<file path="config.mk">
export PLATFORM = sky130hd
export DESIGN_NAME = run_sequencer
export DESIGN_NICKNAME = d
export VERILOG_FILES = /design/src/rtl/run_pkg.sv /design/src/rtl/pixel_shifter.sv /design/src/rtl/run_sequencer.sv
export SDC_FILE = /design/constraint.sdc
export NUM_CORES = 1
export LEC_CHECK = 0
export BUFFER_PORTS_ARGS = -buffer_cell sky130_fd_sc_hd__buf_2
export CAP_MARGIN = 20
export CORE_ASPECT_RATIO = 1.75
export CORE_MARGIN = 1.5
export CORE_UTILIZATION = 35
export CTS_CLUSTER_SIZE = 14
export DETAILED_ROUTE_END_ITERATION = 6
export PLACE_DENSITY = 0.49
export SYNTH_ARGS = -nofsm -noshare
export SYNTH_HDL_FRONTEND = slang
export SYNTH_HIERARCHICAL = 1
export SYNTH_SLANG_ARGS = --single-unit
</file>
<file path="constraint.sdc">
create_clock -name clk -period 5.59 [get_ports clk]
set_clock_uncertainty 0.2 [all_clocks]
set_input_delay 0.2795 -clock clk [delete_from_list [all_inputs] [get_ports clk]]
set_output_delay 0.2795 -clock clk [all_outputs]
set_load 0.02 [all_outputs]
</file>
<file path="src/rtl/run_pkg.sv">
// Shared types and helpers for the run sequencer: FSM states, result codes and run length.
package run_pkg;

    localparam int unsigned RESULT_W = 2;

    typedef enum logic [1:0] {
        IDLE  = 2'd0,
        START = 2'd1,
        RUN   = 2'd2,
        DONE  = 2'd3
    } state_t;

    typedef enum logic [RESULT_W-1:0] {
        UNKNOWN = 2'b00,
        POS     = 2'b01,
        NEG     = 2'b10
    } result_t;

    // Cycles the downstream network needs to evaluate one pixel word.
    function automatic int unsigned run_cycles(input int unsigned width, input int unsigned height);
        return height * (32'd1 << (width + 32'd2));
    endfunction

endpackage

</file>
<file path="src/rtl/pixel_shifter.sv">
// Serial-in pixel shift register with a saturating bit counter that flags a full load.
module pixel_shifter #(
    parameter  int unsigned HEIGHT = 7,
    localparam int unsigned CNT_W  = $clog2(HEIGHT + 1)
) (
    input  logic              clk,
    input  logic              rst,
    input  logic              shift,
    input  logic              restart,
    input  logic              clear,
    input  logic              shift_bit,
    output logic [HEIGHT-1:0] pixels,
    output logic [CNT_W-1:0]  bit_cnt,
    output logic              loaded_c
);

    assign loaded_c = (bit_cnt == CNT_W'(HEIGHT));

    // First bit received ends up in the MSB once HEIGHT bits have been shifted.
    always_ff @(posedge clk or negedge rst) begin
        if (!rst) begin
            pixels  <= '0;
            bit_cnt <= '0;
        end else begin
            if (shift) begin
                pixels <= {pixels[HEIGHT-2:0], shift_bit};
            end
            if (clear) begin
                bit_cnt <= '0;
            end else if (shift && restart) begin
                bit_cnt <= CNT_W'(1);
            end else if (shift && !loaded_c) begin
                bit_cnt <= bit_cnt + CNT_W'(1);
            end
        end
    end

endmodule

</file>
<file path="src/rtl/run_sequencer.sv">
// Loads a serial pixel word, kicks the downstream network, waits out its run and captures the result.
module run_sequencer
    import run_pkg::*;
#(
    parameter int unsigned WIDTH  = 8,
    parameter int unsigned HEIGHT = 7,
    parameter int unsigned SETTLE = 4
) (
    input  logic                clk,
    input  logic                rst,
    input  logic                shift_en,
    input  logic                shift_bit,
    input  logic                go,
    input  logic                ack,
    input  logic [RESULT_W-1:0] neuron_out,
    output logic [HEIGHT-1:0]   pixels,
    output logic                start,
    output logic                busy,
    output logic [RESULT_W-1:0] result,
    output logic                result_valid
);

    localparam int unsigned RUN_LEN   = run_cycles(WIDTH, HEIGHT) + SETTLE;
    localparam int unsigned RUN_CNT_W = $clog2(RUN_LEN + 1);
    localparam int unsigned BIT_CNT_W = $clog2(HEIGHT + 1);

    state_t                state, state_nx;
    logic [RUN_CNT_W-1:0]  run_cnt, run_cnt_nx;
    logic [RESULT_W-1:0]   result_nx;
    logic                  valid_nx;
    logic                  start_nx;
    logic                  busy_nx;
    logic                  shift_c;
    logic                  restart_c;
    logic                  clear_c;
    logic                  loaded_c;
    logic                  run_last_c;
    logic [BIT_CNT_W-1:0]  bit_cnt;

    pixel_shifter #(
        .HEIGHT (HEIGHT)
    ) u_shifter (
        .clk       (clk),
        .rst       (rst),
        .shift     (shift_c),
        .restart   (restart_c),
        .clear     (clear_c),
        .shift_bit (shift_bit),
        .pixels    (pixels),
        .bit_cnt   (bit_cnt),
        .loaded_c  (loaded_c)
    );

    assign run_last_c = (run_cnt == RUN_CNT_W'(RUN_LEN - 1));

    // State, run counter and registered outputs.
    always_ff @(posedge clk or negedge rst) begin
        if (!rst) begin
            state        <= IDLE;
            run_cnt      <= '0;
            start        <= 1'b0;
            busy         <= 1'b0;
            result       <= UNKNOWN;
            result_valid <= 1'b0;
        end else begin
            state        <= state_nx;
            run_cnt      <= run_cnt_nx;
            start        <= start_nx;
            busy         <= busy_nx;
            result       <= result_nx;
            result_valid <= valid_nx;
        end
    end

    // Next-state logic; shift/go/ack only matter outside START and RUN.
    always_comb begin
        state_nx   = state;
        run_cnt_nx = run_cnt;
        result_nx  = result;
        valid_nx   = result_valid;
        shift_c    = 1'b0;
        restart_c  = 1'b0;
        clear_c    = 1'b0;
        start_nx   = 1'b0;
        busy_nx    = 1'b0;
        case (state)
            IDLE: begin
                shift_c = shift_en;
                if (go && loaded_c) begin
                    state_nx = START;
                end
            end
            START: begin
                run_cnt_nx = '0;
                state_nx   = RUN;
            end
            RUN: begin
                if (run_last_c) begin
                    result_nx = neuron_out;
                    valid_nx  = 1'b1;
                    clear_c   = 1'b1;
                    state_nx  = DONE;
                end else begin
                    run_cnt_nx = run_cnt + RUN_CNT_W'(1);
                end
            end
            DONE: begin
                // A new load wins over ack and starts the bit count afresh.
                if (shift_en) begin
                    shift_c   = 1'b1;
                    restart_c = 1'b1;
                    valid_nx  = 1'b0;
                    state_nx  = IDLE;
                end else if (ack) begin
                    valid_nx = 1'b0;
                    state_nx = IDLE;
                end
            end
            default: state_nx = IDLE;
        endcase
        start_nx = (state_nx == START);
        busy_nx  = (state_nx == START) || (state_nx == RUN);
    end

endmodule

</file>
==> flow_summary_export.csv <==
group,metric,value,unit
routing,wirelength,3265,microns
timing,setup_tns,0,ns
final_layout,synthToLayoutAreaGrowth,13.41,%
critical_path,cp.required,5.61,ns
pwr,ir_worst_vdd,0.2857,mV
critical_path,r2r_end,"busy",
floorplanning,die_w,54.20,microns
logic_synthesis,synth_async_sr_flop_share,100.0,%
logic_synthesis,synth_edf_count,0,
logic_synthesis,synth_top_area_cell,"dfrtp_1",
cts,hold_buffers,1,
critical_path,crit_path_max_fanout,11,
floorplanning,start_util,36.45,%
worst_hold_path,hp-start,"neuron_out[1]",
critical_path,regToRegSetupSlack,3.05,ns
logic_synthesis,ys_seq_area_share,46.77,%
floorplanning,io_pins,20,
logic_synthesis,synth_area_leaders,"dfrtp_1 (47%), o21ai_0 (6.5%), mux2_2 (6.3%), ha_1 (6.2%), nand2_1 (2.8%)",
logic_synthesis,synth_common_cells,"dfrtp_1 (30), o21ai_0 (21), nand2_1 (12)",
cts,worstSkewPairLatency,0.28,ns
global_route,grt_start_max_net_pins,31,
flow_run,maxCapViolCount,0,
worst_hold_path,hp-class,"in2reg",
place,gp_congestion,0.7819,
place,dp_hpwl,2438,microns
global_route,gr-total-overflow,0,
final_layout,antenna_cells,0,
pwr,powerDensity,474.2,nW/um^2
place,dp_cells,217,
timing,worstMarginPinSlew,0.7715,ns
logic_synthesis,synth.distinct_cells,42,
routing,wire_per_inst,14.45,microns
critical_path,critical_path_class,"reg2reg",
logic_synthesis,yosys_warnings,6,
global_route,track_usage,14.93,%
critical_path,timing.rr.start,"run_cnt[4]",
final_layout,drive_gt1_share,22.86,%
cts,cts_buffers,5,
logic_synthesis,synth.most_common_cell,"dfrtp_1",
worst_hold_path,min_to,"result[1]",
timing,fmax,394.5,MHz
critical_path,crit_arrival,2.56,ns
pwr,p_leak,0.8146,nW
floorplanning,die_height,92.59,microns
floorplanning,coreArea,4404,sq um
place,port_buffers,19,
cts,post_cts.repair.setup_buffers,0,
logic_synthesis,syn_area,1605,sq um
logic_synthesis,syn_nets,170,
timing,maxSlewHeadroom,48.46,%
critical_path,path_buf_inv,1,
floorplanning,dieArea,5018,sq um
cts,clkTransAtPathRegs,0.07,ns
floorplanning,rows,32,
critical_path,r2r_cells,6,
critical_path,startpoint_type,"flip-flop",
timing,report.final.slew_viol_count,0,
critical_path,path_cells,"or4_1 -> or4_4 -> and3b_1 -> a21oi_1 -> ha_1 -> inv_1",
critical_path,critPathTopFamily,"simple AND/OR/NAND/NOR gates",
timing,holdWs,0.01389,ns
global_route,grt_pass1_vias,1237,
timing,hold_viol_final,0,
timing,post-route-period-util,45.35,%
critical_path,cp-end-kind,"flip-flop",
cts,clkSinkCount,30,
routing,vias_per_cell,5.549,
cts,cts_tree,"yes",
timing,rsz0062_at_grt,"false",
routing,firstDrtPassIters,4,
critical_path,crit_path_top_delay_cell,"or4_4",
worst_hold_path,hold_depth,2,
critical_path,crit_path_max_incr_delay,0.59,ns
routing,vias,1254,
global_route,antenna_found_initial,0,
pwr,total_power,0.0008632,W
logic_synthesis,ys_ff_latch,30,
cts,htreeDepth,2,
final_layout,final_cells,226,
logic_synthesis,synth.avg_cell_area,10.42,sq um
run_status,outcome,"finished clean",
global_route,grt_first_pass_wirelength,5589,microns
routing,drt-initial-drc-count,48,
logic_synthesis,synth_flop_cell,"dfrtp_1",
cts,cts_buffer_depth,2,
cts,cts-root-buf,"clkbuf_8",
timing,period_minus_slack,2.535,ns
logic_synthesis,synth_cells,154,
timing,setup_viol,0,
routing,ant_nets,0,
final_layout,fin_nets,190,
cts,cts_resized,0,
logic_synthesis,yosys.area.top_type_share,46.77,%
routing,drc,0,
[area by class of cell]
class                      count  area [sq um]
tap                           51         63.81
timing repair buffer          20         105.1
inverter                       7         26.28
clock buffer                   6         82.58
fill                         454          2584
multi-input combinational    110         779.5
clock inverter                 2         12.51
sequential                    30         750.7
[cell usage in the layout (no fill, tap or decap), types with 6 or more instances in the layout]
| cell type | synthesis | final |
|---|---|---|
| inv_1 | 7 | 7 |
| mux2_2 | 9 | 9 |
| o21ai_0 | 21 | 21 |
| clkbuf_8 | 0 | 6 |
| dfrtp_1 | 30 | 30 |
| buf_2 | 0 | 19 |
| ha_1 | 8 | 8 |
| nand2_1 | 12 | 12 |
| a21oi_1 | 7 | 7 |
[power by group]
part	internal, W	switching (W)	leakage [nW]
Combinational	0.000151	0.000207	0.381
Sequential	0.000279	0.0000444	0.386
Clock	0.0000988	0.0000828	0.0472
[registers in the layout (all words and copies together), names as in the netlist]
signal	flops
run_cnt	13
u_shifter/bit_cnt	3
start	1
state	2
u_shifter/pixels	7
busy	1
result	2
result_valid	1
[kinds of logic after synthesis]
| kind of cell | Yosys count | share of synthesized area, % |
|---|---|---|
| multiplexers | 10 | 7.015 |
| AND/OR/NAND/NOR | 44 | 16.84 |
| adder cells (fa/ha/maj) | 8 | 6.236 |
| XOR/XNOR | 1 | 0.5457 |
| buffers and inverters | 14 | 4.676 |
| flip-flops | 30 | 46.77 |
| AO/OA/AOI/OAI | 47 | 17.93 |
[worst max-delay path by stage]
stage / startpoint / cells after the start / to / slack (ns)
3_3_place_gp: run_cnt[4] / 6 / busy / 3.06
3_5_place_dp: run_cnt[4] / 6 / busy / 3.06
2_1_floorplan: run_cnt[5] / 8 / busy / 3.15
5_1_grt: state[0] / 8 / busy / 2.90
4_1_cts: run_cnt[4] / 6 / busy / 3.04
6_report: run_cnt[4] / 6 / busy / 3.05
[per-stage QoR]
| step | util, % | instance area, sq um | setup slack, ns |
|---|---|---|---|
| 2_1_floorplan | - | 1605 | 3.149 |
| 3_3_place_gp | 38.95 | 1715 | 3.063 |
| 3_5_place_dp | 38.95 | 1715 | 3.063 |
| 4_1_cts | 41.34 | 1821 | 3.036 |
| 5_1_grt | 41.34 | 1821 | 2.903 |
| 6_report | 41.34 | 1821 | 3.055 |
[per-layer routing]
layer  vias to the layer above  routed length, microns  track usage [%]
li1                        607                       -                -
met1                       604                    1288            16.55
met2                        33                    1763            25.70
met3                        10                     127            3.548
met4                         0                      85            6.458
met5                         -                       0                0
No activity file was read; power rests on OpenSTA's default activity.
